--- src/rtl/regfile_pkg.sv ---
// Shared definitions for the multi-port scoreboarded register file:
// width defaults, reset-profile encodings and the reset-value lookup.
package regfile_pkg;

  localparam int XLEN_DEF = 32;
  localparam int AW_DEF   = 5;

  localparam int PROFILE_ZERO = 0;
  localparam int PROFILE_BOOT = 1;

  // Boot profile seeds the small registers that early pipeline firmware expects.
  function automatic logic [31:0] init_val(input int profile, input int idx);
    if (profile == PROFILE_ZERO) return 32'h0;
    if (profile != PROFILE_BOOT) return 32'h0;
    case (idx)
      1:       return 32'h32;
      2:       return 32'h28;
      3:       return 32'h24;
      4:       return 32'h20;
      5:       return 32'h16;
      6:       return 32'h12;
      7:       return 32'h8;
      8:       return 32'h4;
      30:      return 32'h4;
      31:      return 32'h7;
      default: return 32'h0;
    endcase
  endfunction

endpackage

--- src/rtl/regfile_mp_sb_if.sv ---
// Bus between the pipeline (ID issue/read, WB write) and the register file.
interface regfile_mp_sb_if #(
  parameter int XLEN = 32,
  parameter int AW   = 5,
  parameter int NRD  = 2
);

  logic              we;
  logic [AW-1:0]     waddr;
  logic [XLEN-1:0]   wdata;
  logic [NRD*AW-1:0] raddr;
  logic [NRD*XLEN-1:0] rdata;
  logic [NRD-1:0]    rpend;
  logic              issue_valid;
  logic [AW-1:0]     issue_rd;
  logic              flush;
  logic              any_pend;

  modport master (
    output we, waddr, wdata, raddr, issue_valid, issue_rd, flush,
    input  rdata, rpend, any_pend
  );

  modport slave (
    input  we, waddr, wdata, raddr, issue_valid, issue_rd, flush,
    output rdata, rpend, any_pend
  );

endinterface

--- src/rtl/regfile_mp_sb_scoreboard.sv ---
// Pending-write bits per register: flush > issue > write-clear > hold,
// plus per-port pending flags masked by a same-cycle write.
module regfile_scoreboard #(
  parameter int NREGS = 32,
  parameter int AW    = 5,
  parameter int NRD   = 2
) (
  input  logic              clk,
  input  logic              reset,
  input  logic              we,
  input  logic [AW-1:0]     waddr,
  input  logic              issue_valid,
  input  logic [AW-1:0]     issue_rd,
  input  logic              flush,
  input  logic [NRD*AW-1:0] raddr,
  output logic [NRD-1:0]    rpend,
  output logic              any_pend
);

  logic [NREGS-1:0] pend;
  logic [NREGS-1:0] pend_next;

  // Issue beats a same-cycle clear: the newer producer is still in flight.
  always_comb begin
    pend_next = '0;
    for (int r = 1; r < NREGS; r++) begin
      if (flush)
        pend_next[r] = 1'b0;
      else if (issue_valid && issue_rd == AW'(r))
        pend_next[r] = 1'b1;
      else if (we && waddr == AW'(r))
        pend_next[r] = 1'b0;
      else
        pend_next[r] = pend[r];
    end
  end

  always_ff @(posedge clk) begin
    if (reset)
      pend <= '0;
    else
      pend <= pend_next;
  end

  // A register written this cycle is served by the bypass, so it is not reported pending.
  always_comb begin
    rpend = '0;
    for (int i = 0; i < NRD; i++)
      rpend[i] = pend[raddr[i*AW +: AW]] & ~(we && waddr == raddr[i*AW +: AW]);
  end

  assign any_pend = |pend;

endmodule

--- src/rtl/regfile_mp_sb.sv ---
// Register file with one write port, NRD bypassed read ports, hardwired x0
// and an integrated RAW scoreboard.
module regfile_mp_sb
  import regfile_pkg::*;
#(
  parameter int XLEN         = XLEN_DEF,
  parameter int NREGS        = 32,
  parameter int AW           = AW_DEF,
  parameter int NRD          = 2,
  parameter int INIT_PROFILE = PROFILE_BOOT
) (
  input logic            clk,
  input logic            reset,
  regfile_mp_sb_if.slave bus
);

  logic [XLEN-1:0] mem    [NREGS];
  logic [XLEN-1:0] rd_val [NRD];

  // mem[0] is seeded to zero and never written, so x0 stays hardwired.
  always_ff @(posedge clk) begin
    if (reset) begin
      for (int r = 0; r < NREGS; r++)
        mem[r] <= XLEN'(init_val(INIT_PROFILE, r));
    end else if (bus.we && bus.waddr != '0) begin
      mem[bus.waddr] <= bus.wdata;
    end
  end

  for (genvar i = 0; i < NRD; i++) begin : g_rd
    assign rd_val[i] = (bus.raddr[i*AW +: AW] == '0)                  ? '0 :
                       (bus.we && bus.waddr == bus.raddr[i*AW +: AW]) ? bus.wdata :
                                                                        mem[bus.raddr[i*AW +: AW]];
  end

  always_comb begin
    bus.rdata = '0;
    for (int i = 0; i < NRD; i++)
      bus.rdata[i*XLEN +: XLEN] = rd_val[i];
  end

  regfile_scoreboard #(
    .NREGS (NREGS),
    .AW    (AW),
    .NRD   (NRD)
  ) u_sb (
    .clk         (clk),
    .reset       (reset),
    .we          (bus.we),
    .waddr       (bus.waddr),
    .issue_valid (bus.issue_valid),
    .issue_rd    (bus.issue_rd),
    .flush       (bus.flush),
    .raddr       (bus.raddr),
    .rpend       (bus.rpend),
    .any_pend    (bus.any_pend)
  );

endmodule

--- src/flat_wrapper.sv ---
// flat-port wrapper written by rule: the top's interface ports become plain ports
module regfile_mp_sb_flat import regfile_pkg::*;
#(
  parameter int XLEN         = XLEN_DEF,
  parameter int NREGS        = 32,
  parameter int AW           = AW_DEF,
  parameter int NRD          = 2,
  parameter int INIT_PROFILE = PROFILE_BOOT
)
  (clk, reset, bus_we, bus_waddr, bus_wdata, bus_raddr, bus_issue_valid, bus_issue_rd, bus_flush, bus_rdata, bus_rpend, bus_any_pend);
  regfile_mp_sb_if #(.XLEN(XLEN), .AW(AW), .NRD(NRD)) bus_i ();
  input logic clk;
  input logic reset;
  input wire logic [$bits(bus_i.we)-1:0] bus_we;
  input wire logic [$bits(bus_i.waddr)-1:0] bus_waddr;
  input wire logic [$bits(bus_i.wdata)-1:0] bus_wdata;
  input wire logic [$bits(bus_i.raddr)-1:0] bus_raddr;
  input wire logic [$bits(bus_i.issue_valid)-1:0] bus_issue_valid;
  input wire logic [$bits(bus_i.issue_rd)-1:0] bus_issue_rd;
  input wire logic [$bits(bus_i.flush)-1:0] bus_flush;
  output wire logic [$bits(bus_i.rdata)-1:0] bus_rdata;
  output wire logic [$bits(bus_i.rpend)-1:0] bus_rpend;
  output wire logic [$bits(bus_i.any_pend)-1:0] bus_any_pend;
  assign bus_i.we = bus_we;
  assign bus_i.waddr = bus_waddr;
  assign bus_i.wdata = bus_wdata;
  assign bus_i.raddr = bus_raddr;
  assign bus_i.issue_valid = bus_issue_valid;
  assign bus_i.issue_rd = bus_issue_rd;
  assign bus_i.flush = bus_flush;
  assign bus_rdata = bus_i.rdata;
  assign bus_rpend = bus_i.rpend;
  assign bus_any_pend = bus_i.any_pend;
  regfile_mp_sb #(.XLEN(XLEN), .NREGS(NREGS), .AW(AW), .NRD(NRD), .INIT_PROFILE(INIT_PROFILE)) u_core (.clk(clk), .reset(reset), .bus(bus_i));
endmodule
--- config.mk ---
export PLATFORM = sky130hd
export DESIGN_NAME = regfile_mp_sb_flat
export DESIGN_NICKNAME = d
export VERILOG_FILES = /design/src/rtl/regfile_pkg.sv /design/src/rtl/regfile_mp_sb_if.sv /design/src/rtl/regfile_mp_sb_scoreboard.sv /design/src/rtl/regfile_mp_sb.sv /design/src/flat_wrapper.sv
export SDC_FILE = /design/constraint.sdc
export NUM_CORES = 2
export LEC_CHECK = 0
export CORE_MARGIN = 5
export CORE_UTILIZATION = 40
export DETAILED_ROUTE_END_ITERATION = 16
export GPL_ROUTABILITY_DRIVEN = 0
export GPL_TIMING_DRIVEN = 0
export PLACE_DENSITY = 0.58
export SLEW_MARGIN = 5
export SYNTH_ARGS = -nofsm -noshare
export SYNTH_HDL_FRONTEND = slang
export SYNTH_HIERARCHICAL = 1
export SYNTH_SLANG_ARGS = --single-unit
--- constraint.sdc ---
create_clock -name clk -period 8.9 [get_ports clk]
set_clock_uncertainty 0.2 [all_clocks]
set_input_delay 2.225 -clock clk [delete_from_list [all_inputs] [get_ports clk]]
set_output_delay 2.225 -clock clk [all_outputs]
set_load 0.01 [all_outputs]
==> impl_metrics.csv <==
group,metric,value,unit
power_and_ir_drop,clock_power_share,37.2,%
floorplanning,die_y,389,um
sta,maxSlewHeadroom,2.05,%
grt,use_met3,13.6,%
floorplanning,die_w,389,um
grt,grt_use_met2,47.7,%
grt,grt_start_max_net_pins,33,
place,dp_cells,6167,
power_and_ir_drop,ir_worst_vdd,0.175,mV
clock_network,cts_buffer_depth,3,
clock_network,clk_transition_reported_paths,0.06,ns
route,num_vias,41700,
power_and_ir_drop,p_seq_share,47.7,%
finish,syn_to_final_growth,12.8,%
power_and_ir_drop,power.density,190,nW/um^2
power_and_ir_drop,switchingPower,3.39,mW
power_and_ir_drop,p_total,12.3,mW
sta,setup_viol,19,
synthesis,netlist_area,57300,sq um
outcome,violations,"negative setup slack",
clock_network,tritoncts,"yes",
synthesis,ys_seq_area_share,54.7,%
synthesis,syn_avg_cell_area,13.9,sq um
route,routed_via_density,6.54,
synthesis,synth_edf_count,1024,
route,antenna_left,0,
sta,slew_viol_final,0,
synthesis,yosys_warnings,6,
power_and_ir_drop,p_int,8.89,mW
worst_setup_path,worstSetupPathType,"input port to output port",
power_and_ir_drop,swShare,27.6,%
grt,grt_busiest_layer,"met2",
clock_network,insertion_delay,0.72,ns
finish,nets,4431,
route,drt_pass1_iterations,7,
finish,drive_gt1_share,16.9,%
grt,antenna_found_initial,14,
route,drc,0,
sta,min_period,9.02,ns
grt,grt_pass1_wl,336000,um
finish,fill_cells,12800,
sta,rsz0062_at_grt,"false",
sta,tightestPinTransition,1.47,ns
power_and_ir_drop,p_leak,22.2,nW
route,wl_per_cell,39.8,um
finish,seq_area,31400,sq um
synthesis,yosys_register_bits,1055,
sta,setup_ws,-0.120,ns
worst_setup_path,cp_max_fo,10,
synthesis,synth-main-ff-cell,"edfxtp_1",
grt,gr-total-overflow,0,
place,dp_hpwl,181000,um
grt,grt_pass1_vias,39500,
clock_network,htreeDepth,3,
sta,fin_crit_sh,101,%
clock_network,numCtsBuffers,111,
sta,timing.final.hold_violations,0,
finish,multi_input_area,24000,sq um
clock_network,clkSinkCount,1055,
route,drt_iter0_markers,7002,
floorplanning,die_area,151000,sq um
synthesis,synth_cell_types,67,
floorplanning,coreArea,143000,sq um
sta,fmax,0.111,GHz
worst_setup_path,cp-start-kind,"input port",
worst_setup_path,arrival,6.59,ns
clock_network,cts_root_buf,"clkbuf_16",
floorplanning,io-pin-count,124,
run,maxCapViolCount,0,
grt,grtUsageMet1,41.7,%
finish,final_cells,6372,
place,io_buffers,116,
floorplanning,rows,139,
route,drt-total-wl,253000,um
synthesis,synthCells,4114,
power_and_ir_drop,power_frac_comb,15.1,%
outcome,status,"finished, violations left",
place,dp_slack,-1.25,ns
hold_path,min-delay-path-class,"flip-flop to flip-flop",
worst_setup_path,crit_required,6.48,ns
finish,final_util,45.2,%
floorplanning,start_util,40.1,%
grt,grt_usage,32.6,%
synthesis,async_flop_share,0,%
worst_setup_path,worst_setup_path_end_kind,"output port",
[path summary, 6_finish.rpt]
kind,from,to,slack [ns],depth (start not counted)
hold reg to reg,u_core/u_sb/pend[9],u_core/u_sb/pend[9],0.31,2
setup reg to reg,u_core/u_sb/pend[28],u_core/u_sb/pend[28],7.89,2
setup / recovery,bus_raddr[2],bus_rdata[13],-0.12,8
hold / removal,u_core/u_sb/pend[9],u_core/u_sb/pend[9],0.31,2
[final cells by class]
| class | instances | share of cell area (%) |
|---|---|---|
| Buffer | 436 | 3.41 |
| Clock inverter | 67 | 0.853 |
| Sequential cell | 1055 | 48.5 |
| Antenna cell | 5 | 0.0194 |
| Clock buffer | 136 | 4.51 |
| Inverter | 3 | 0.0174 |
| Multi-Input combinational cell | 2648 | 37.1 |
| Tap cell | 1903 | 3.68 |
| Timing Repair Buffer | 119 | 1.87 |
[cells in the mapped netlist (all sizes together), types with 2 or more instances]
master	count	area, sq um
or3b	4	35.0
nor2	73	277
o211ai	11	82.6
xor2	6	52.6
nand3	46	230
a21oi	74	370
clkbuf	297	1120
and2	977	6110
o22ai	39	244
nand3b	5	37.5
nor3	49	250
dfxtp	31	621
mux2i	283	2830
nand4	5	31.3
o32ai	4	35.0
o2111ai	2	17.5
or2	35	219
o21ai	95	475
mux2	14	158
nor3b	2	15.0
a211oi	26	195
xnor2	14	123
mux4	398	8990
a221o	11	110
o221ai	33	289
a31oi	31	194
nand2b	13	81.3
edfxtp	1024	30700
and3	2	12.5
nand4b	3	26.3
o32a	2	20.0
a32o	32	320
nor2b	16	100
a22oi	108	811
buf	140	1020
a221oi	26	234
nor4	9	62.6
nand2	130	490
inv	3	11.3
dlygate4sd1	2	17.5
or3	30	188
[timing repair]
action	4_1_cts	5_1_grt
setup endpoints to repair	58	18
setup buffers	0	0
gates resized for setup	28	23
hold buffers	0	0
[per-stage QoR]
step	instance area (sq um)	hold slack, ns	setup TNS [ns]
2_1_floorplan	57400	0.266	0
3_3_place_gp	61000	0.299	-28.56
3_5_place_dp	61100	0.301	-21.87
4_1_cts	64600	0.311	0
5_1_grt	64600	0.349	0
6_report	64700	0.314	-1.38
[metal layers]
| layer | wire length, um | vias up |
|---|---|---|
| met3 | 40100 | 697 |
| met2 | 107000 | 3484 |
| met1 | 90000 | 21200 |
| li1 | - | 16200 |
| met5 | 146 | - |
| met4 | 15600 | 8 |
[sequential cells by signal, summed over array words and instances (netlist names)]
signal            count
u_core/mem         1024
u_core/u_sb/pend     31
[power by group through the flow]
stage          Combinational, mW  Sequential (mW)  Clock, mW
2_1_floorplan              0.934             5.89          0
3_3_place_gp                1.75             5.94          0
3_5_place_dp                1.76             5.95          0
4_1_cts                     1.77             5.85       4.61
5_1_grt                     1.86             5.88       4.79
6_report                    1.86             5.86       4.57
[cells in the final DEF, fill, tap and decap left out, drive strengths merged, types with 30 or more instances in the layout]
cell type	synthesis	layout
nor3	49	49
o221ai	33	33
buf	140	136
nand3	46	46
edfxtp	1024	1024
clkinv	0	55
o22ai	39	39
dfxtp	31	31
o21ai	95	95
or2	35	35
conb	1	32
mux4	398	398
a32o	32	32
a21oi	74	74
clkbuf	297	435
mux2i	283	283
a22oi	108	108
a31oi	31	31
or3	30	30
nand2	130	130
and2	977	977
nor2	73	73
clkdlybuf4s50	0	115
[cells by family after synthesis]
group / after synthesis / synth area share [%]
buffers and inverters: 442 / 3.78
AND/OR/NAND/NOR: 1405 / 14.3
XOR/XNOR: 20 / 0.306
flip-flops: 1055 / 54.7
multiplexers: 695 / 20.9
AO/OA/AOI/OAI: 496 / 5.96
other: 1 / 0.00654
[worst max-delay path, stage by stage]
cell,delay [ns]
clkdlybuf4s50_1,0.61
buf_2,0.38
nor2_2,0.71
clkbuf_1,0.93
a22oi_1,0.47
a21oi_1,0.24
a221o_1,0.39
clkdlybuf4s50_1,0.62
(Power assumes the default switching activity.)
